[src/rtl/huff_pkg.sv]
// rtl/huff_pkg.sv - shared types and helpers for the Huffman dictionary loader
package huff_pkg;

    localparam int MAX_LEN_DEFAULT     = 16;
    localparam int HDR_BYTES_PER_ENTRY = 4;

    typedef enum logic [2:0] {
        S_CNT,
        S_CHAR,
        S_LEN,
        S_CHI,
        S_CLO,
        S_READY,
        S_ERR
    } dict_state_t;

    typedef struct packed {
        logic [7:0]                 chr;
        logic [6:0]                 len;
        logic [MAX_LEN_DEFAULT-1:0] code;
    } dict_entry_t;

    // Low 'len' bits set; lengths at or beyond the code width select every bit.
    function automatic logic [MAX_LEN_DEFAULT-1:0] len_mask(input logic [6:0] len);
        if (len >= 7'(MAX_LEN_DEFAULT)) begin
            return '1;
        end
        return (MAX_LEN_DEFAULT'(1) << len) - MAX_LEN_DEFAULT'(1);
    endfunction

endpackage

[src/rtl/huff_dict_match.sv]
// rtl/huff_dict_match.sv - parallel code compare with lowest-index priority select
module huff_dict_match
    import huff_pkg::*;
#(
    parameter int N_SYM = 16,
    parameter int IW    = 4
) (
    input  dict_entry_t                i_entries [N_SYM],
    input  logic [N_SYM-1:0]           i_valid,
    input  logic [6:0]                 i_len,
    input  logic [MAX_LEN_DEFAULT-1:0] i_code,
    output logic                       o_hit,
    output logic [IW-1:0]              o_idx
);

    // Scan from the top down so the lowest matching index is the last writer.
    always_comb begin
        o_hit = 1'b0;
        o_idx = '0;
        for (int i = N_SYM - 1; i >= 0; i--) begin
            if (i_valid[i] && (i_entries[i].len == i_len) &&
                (((i_entries[i].code ^ i_code) & len_mask(i_entries[i].len)) == '0)) begin
                o_hit = 1'b1;
                o_idx = IW'(i);
            end
        end
    end

endmodule

[src/rtl/huff_dict_loader.sv]
// rtl/huff_dict_loader.sv - parses the dictionary header from the byte FIFO and serves code lookups
module huff_dict_loader
    import huff_pkg::*;
#(
    parameter int N_SYM   = 16,
    parameter int MAX_LEN = 16,
    parameter int CW      = 5
) (
    input  logic               clk,
    input  logic               n_rst,
    input  logic               reload,
    input  logic               empty,
    input  logic [7:0]         fifo_data,
    output logic               r_en,
    output logic               dict_ready,
    output logic               dict_err,
    input  logic               lk_valid,
    input  logic [6:0]         lk_len,
    input  logic [MAX_LEN-1:0] lk_code,
    output logic               lk_done,
    output logic               lk_hit,
    output logic [7:0]         Char
);

    localparam int         IW         = (N_SYM > 1) ? $clog2(N_SYM) : 1;
    localparam logic [7:0] LP_N_SYM   = 8'(N_SYM);
    localparam logic [7:0] LP_MAX_LEN = 8'(MAX_LEN);

    dict_state_t      r_state;
    dict_state_t      w_next;
    logic [CW-1:0]    r_n;
    logic [CW-1:0]    r_idx;
    logic [7:0]       r_char;
    logic [6:0]       r_len;
    logic [7:0]       r_chi;
    dict_entry_t      r_entries [N_SYM];
    logic [N_SYM-1:0] r_valid;
    logic             r_lk_done;
    logic             r_lk_hit;
    logic [7:0]       r_char_out;
    logic             w_load;
    logic             w_hit;
    logic [IW-1:0]    w_idx;
    logic             w_serve;

    assign w_load     = (r_state == S_CNT) || (r_state == S_CHAR) || (r_state == S_LEN) ||
                        (r_state == S_CHI) || (r_state == S_CLO);
    assign r_en       = w_load && !empty;
    assign dict_ready = (r_state == S_READY);
    assign dict_err   = (r_state == S_ERR);
    assign lk_done    = r_lk_done;
    assign lk_hit     = r_lk_hit;
    assign Char       = r_char_out;

    always_ff @(posedge clk or negedge n_rst) begin
        if (!n_rst) begin
            r_state <= S_CNT;
        end else begin
            r_state <= w_next;
        end
    end

    always_comb begin
        w_next = r_state;
        if (reload) begin
            w_next = S_CNT;
        end else if (r_en) begin
            case (r_state)
                S_CNT:   w_next = ((fifo_data == 8'd0) || (fifo_data > LP_N_SYM)) ? S_ERR : S_CHAR;
                S_CHAR:  w_next = S_LEN;
                S_LEN:   w_next = ((fifo_data == 8'd0) || (fifo_data > LP_MAX_LEN)) ? S_ERR : S_CHI;
                S_CHI:   w_next = S_CLO;
                S_CLO:   w_next = (r_idx == r_n - CW'(1)) ? S_READY : S_CHAR;
                default: w_next = r_state;
            endcase
        end
    end

    always_ff @(posedge clk or negedge n_rst) begin
        if (!n_rst) begin
            r_n     <= '0;
            r_idx   <= '0;
            r_char  <= '0;
            r_len   <= '0;
            r_chi   <= '0;
            r_valid <= '0;
        end else if (reload) begin
            r_valid <= '0;
            r_idx   <= '0;
        end else if (r_en) begin
            case (r_state)
                S_CNT: begin
                    r_n   <= fifo_data[CW-1:0];
                    r_idx <= '0;
                end
                S_CHAR: r_char <= fifo_data;
                S_LEN:  r_len  <= fifo_data[6:0];
                S_CHI:  r_chi  <= fifo_data;
                S_CLO: begin
                    r_valid[r_idx[IW-1:0]] <= 1'b1;
                    r_idx                  <= r_idx + CW'(1);
                end
                default: ;
            endcase
        end
    end

    // Entry payloads need no reset: nothing is visible until its valid bit is set.
    always_ff @(posedge clk) begin
        if (!reload && r_en && (r_state == S_CLO)) begin
            r_entries[r_idx[IW-1:0]] <= '{
                chr:  r_char,
                len:  r_len,
                code: MAX_LEN_DEFAULT'(MAX_LEN'({r_chi, fifo_data}))
            };
        end
    end

    huff_dict_match #(
        .N_SYM (N_SYM),
        .IW    (IW)
    ) u_match (
        .i_entries (r_entries),
        .i_valid   (r_valid),
        .i_len     (lk_len),
        .i_code    (MAX_LEN_DEFAULT'(lk_code)),
        .o_hit     (w_hit),
        .o_idx     (w_idx)
    );

    assign w_serve = lk_valid && (r_state == S_READY) && w_hit;

    always_ff @(posedge clk or negedge n_rst) begin
        if (!n_rst) begin
            r_lk_done  <= 1'b0;
            r_lk_hit   <= 1'b0;
            r_char_out <= 8'h00;
        end else begin
            r_lk_done <= lk_valid;
            r_lk_hit  <= w_serve;
            if (w_serve) begin
                r_char_out <= r_entries[w_idx].chr;
            end
        end
    end

endmodule

[config.mk]
export PLATFORM = sky130hd
export DESIGN_NAME = huff_dict_loader
export DESIGN_NICKNAME = d
export VERILOG_FILES = /design/src/rtl/huff_pkg.sv /design/src/rtl/huff_dict_match.sv /design/src/rtl/huff_dict_loader.sv
export SDC_FILE = /design/constraint.sdc
export NUM_CORES = 1
export LEC_CHECK = 0
export CAP_MARGIN = 20
export CORE_ASPECT_RATIO = 0.6
export CORE_MARGIN = 2
export CORE_UTILIZATION = 30
export CTS_CLUSTER_DIAMETER = 40
export DETAILED_ROUTE_END_ITERATION = 6
export SETUP_SLACK_MARGIN = 0.05
export SLEW_MARGIN = 0
export SYNTH_ARGS = -nofsm -noshare
export SYNTH_HDL_FRONTEND = slang
export SYNTH_SLANG_ARGS = --single-unit
[constraint.sdc]
create_clock -name clk -period 6.3 [get_ports clk]
set_input_delay 0.945 -clock clk [delete_from_list [all_inputs] [get_ports clk]]
set_output_delay 0.945 -clock clk [all_outputs]
set_load 0.03 [all_outputs]
==> impl_metrics.py, run 1 <==
metrics = {
    "logic_synthesis": {
        "synth_edf_count": 496,
        "synth.top_cell.area_share_pct": 47.50,
        "postSynthCellCount": 2753,
        "ys_seq_area_share_pct": 52.45,
        "yosys.area.top_type": "edfxtp_1",
        "synthesis.area_mm2": 0.03136,
        "ys_warn_count": 0,
        "async_flop_share_pct": 11.11,
        "yosys_register_bits": 558,
        "synthTopCellsByArea": "edfxtp_1 47%, xnor2_1 7.9%, dfrtp_1 4.9%, xor2_1 3.4%, nor2_1 2.0%",
        "synth_nets": 2810,
        "synthFlopType": "edfxtp_1",
        "netlist-cell-type-count": 104,
        "syn_area_per_cell_um2": 11.39,
    },
    "routing": {
        "drt-pass1-iter-count": 7,
        "wl_per_cell_um": 26.55,
        "ant_nets": 0,
        "via_per_inst": 5.798,
        "vias": 24530,
        "drt_iter0_drc": 4141,
        "detail_route.drc_violations": 7,
        "wirelength_um": 112300,
    },
    "floorplan": {
        "start_util_pct": 30.40,
        "fp.dieW_um": 421.4,
        "rows": 91,
        "die_area_mm2": 0.1072,
        "dieHeight_um": 254.4,
        "io_pins": 49,
        "core_area_mm2": 0.1032,
    },
    "pwr": {
        "p_leak_uw": 0.01128,
        "pwr-share-seq_pct": 50.3,
        "combPwrFrac_pct": 9.0,
        "p_sw_uw": 2480,
        "cellPowerDensity_mw_per_mm2": 257.1,
        "p_int_uw": 6691,
        "peakVddDrop_uv": 262.8,
        "p_sw_share_pct": 27.04,
        "p_clk_share_pct": 40.7,
    },
    "sta": {
        "setup_viol": 0,
        "max_freq_ghz": 0.1799,
        "post-route-period-util_pct": 88.22,
        "slew_headroom_pct": 25.17,
        "fin_skew_ps": 49.87,
        "drv_slew": 0,
        "hold_violations": 0,
        "worst-slew-pin-transition_ps": 1114,
        "fin_crit_ps": 5558,
        "tns_ps": 0,
        "rsz0062_at_grt": "false",
    },
    "clock_tree": {
        "cts_setup_buffers": 0,
        "cts_resized": 0,
        "clock_latency_ps": 680,
        "clkTransAtPathRegs_ps": 60,
        "cts.htree.levels": 2,
        "cts_tree": "done",
        "cts_buffers": 59,
        "cts.path.max_buffers": 3,
        "cts_num_sinks": 558,
        "hold_buffers": 0,
        "cts_root_buf": "clkbuf_16",
    },
    "setup_path": {
        "critPathCaptureType": "flip-flop",
        "max_stage_delay_ps": 730,
        "cp-start-kind": "flip-flop",
        "worstSetupPathType": "reg -> reg",
        "crit_fanout": 16,
        "crit_arrival_ps": 6070,
        "crit_slowest_cell": "a2111oi_0",
        "path_cells": "nor3_1 -> nand3b_1 -> ha_1 -> and2_1 -> o211ai_1 -> a31oi_1 -> a2111oi_0 -> nand4_1 -> o21ai_1 -> nor2_1 -> or3_1 -> nand2b_1 -> o22ai_1 -> nor3_2",
        "crit_required_ps": 6810,
    },
    "global_routing": {
        "grt_start_max_net_pins": 55,
        "first_global_vias": 22290,
        "antenna_found_initial": 12,
        "track_usage_pct": 20.53,
        "grt-ovfl-total": 0,
        "grt_pass1_wl_um": 161600,
    },
    "worst_hold_path": {
        "min_path_type": "in -> async",
    },
    "cells_and_area": {
        "final_cell_mix": "496 x edfxtp_1, 283 x xnor2_1, 163 x nor2_1",
        "area_growth_pct": 13.74,
        "multi_input_area_mm2": 0.01396,
        "regArea_mm2": 0.01645,
        "fillers": 10260,
        "drive_gt1_share_pct": 11.16,
        "layout_commonest_cell": "edfxtp_1",
        "final_area_mm2": 0.03567,
        "post-route-util_pct": 34.58,
        "fin_nets": 2838,
    },
    "status": {
        "violations": "DRC",
        "status": "complete, but fails checks",
    },
    "placement": {
        "portBuffers": 48,
        "dp_hpwl_um": 74690,
        "placed_cell_area_mm2": 0.03360,
        "gp_congestion": 0.9901,
    },
    "job": {
        "max-cap-violations": 0,
    },
}
## worst paths after layout
kind | start | end | slack, ps | cells past startpoint
max in group asynchronous | n_rst | r_valid[2] | 4890 | 2
worst min register to register | r_chi[2] | r_chi[2] | 510 | 1
worst max register to register | r_entries[361] | Char[1] | 740 | 14
min in group clk | r_chi[2] | r_chi[2] | 510 | 1
worst min-delay path | n_rst | r_chi[5] | 110 | 1
worst max-delay path | r_entries[361] | Char[1] | 740 | 14
## metal layers
metal | vias up | global-route usage [%] | share of wire, %
li1 | 10630 | - | -
met1 | 12100 | 31.86 | 46
met2 | 1630 | 27.19 | 38
met3 | 168 | 6.470 | 14
met4 | 0 | 4.240 | 2.0
met5 | - | 0 | 0
## stage by stage
step | power (uW) | hold slack (ps) | cells | setup WS (ps)
global placement | 5475 | 484.1 | 4114 | 698.0
floorplan | 4864 | 465.9 | 2753 | 1790
finish | 9171 | 113.0 | 4231 | 742.0
detailed placement | 5493 | 496.0 | 4115 | 656.0
global route | 9402 | 94.80 | 4227 | 391.1
CTS | 9181 | 89.20 | 4227 | 922.9
## worst max-delay path: cells and delay by family, from the launching register on
kind | cells | cell delay [ps]
AOI/OAI and AO/OA | 5 | 1640
DFF | 1 | 420
adders and majority gates | 1 | 440
and+or+nand+nor | 8 | 2880
## flip-flops by register name (all words and copies together), names as in the netlist
| signal | count |
|---|---|
| r_len | 7 |
| r_state | 3 |
| r_valid | 16 |
| r_chi | 8 |
| r_char | 8 |
| r_entries | 496 |
| lk_hit | 1 |
| lk_done | 1 |
| r_n | 5 |
| Char | 8 |
| r_idx | 5 |
## kinds of logic after synthesis
kind of cell | Yosys count | synth area share (%)
AO/OA/AOI/OAI | 596 | 13.15
XOR/XNOR | 405 | 11.31
adder cells (fa/ha/maj) | 21 | 0.8379
buffers and inverters | 225 | 3.080
flip-flops | 558 | 52.45
multiplexers | 89 | 3.021
AND/OR/NAND/NOR | 859 | 16.16
## power by group through the flow
| stage | Sequential, uW | Clock, uW | Combinational (uW) |
|---|---|---|---|
| 6_report | 4610 | 3730 | 829 |
| 2_1_floorplan | 4520 | 0 | 339 |
| 3_5_place_dp | 4690 | 0 | 804 |
| 3_3_place_gp | 4690 | 0 | 782 |
| 5_1_grt | 4620 | 3920 | 855 |
| 4_1_cts | 4610 | 3770 | 806 |
## synthesized netlist by cell type, drive strengths merged (57+ instances only)
master and instances:
buf 57, nand2 86, nor4 66, clkbuf 130
nor2 163, a21oi 112, dfrtp 62, nand4 65
xnor2 283, xor2 122, o21ai 120, nor3 90
edfxtp 496
## layout make-up
type	instances	area share, %
Tap cell	1395	4.894
Multi-Input combinational cell	1970	39.13
Clock inverter	37	1.340
Antenna cell	4	0.02806
Clock buffer	75	4.424
Timing Repair Buffer	154	3.662
Sequential cell	558	46.12
Inverter	38	0.3999
Note: power is estimated with default switching activity, not from simulation.
==> inputs of run 2 (changes only) <==
--- a/config.mk
+++ b/config.mk
@@ -11,6 +11,7 @@
 export CORE_UTILIZATION = 30
 export CTS_CLUSTER_DIAMETER = 40
 export DETAILED_ROUTE_END_ITERATION = 6
+export HOLD_SLACK_MARGIN = 0.06
 export SETUP_SLACK_MARGIN = 0.05
 export SLEW_MARGIN = 0
 export SYNTH_ARGS = -nofsm -noshare
==> results of run 2 <==
No change in the layout: final DEF, timing and power equal those of run 1.
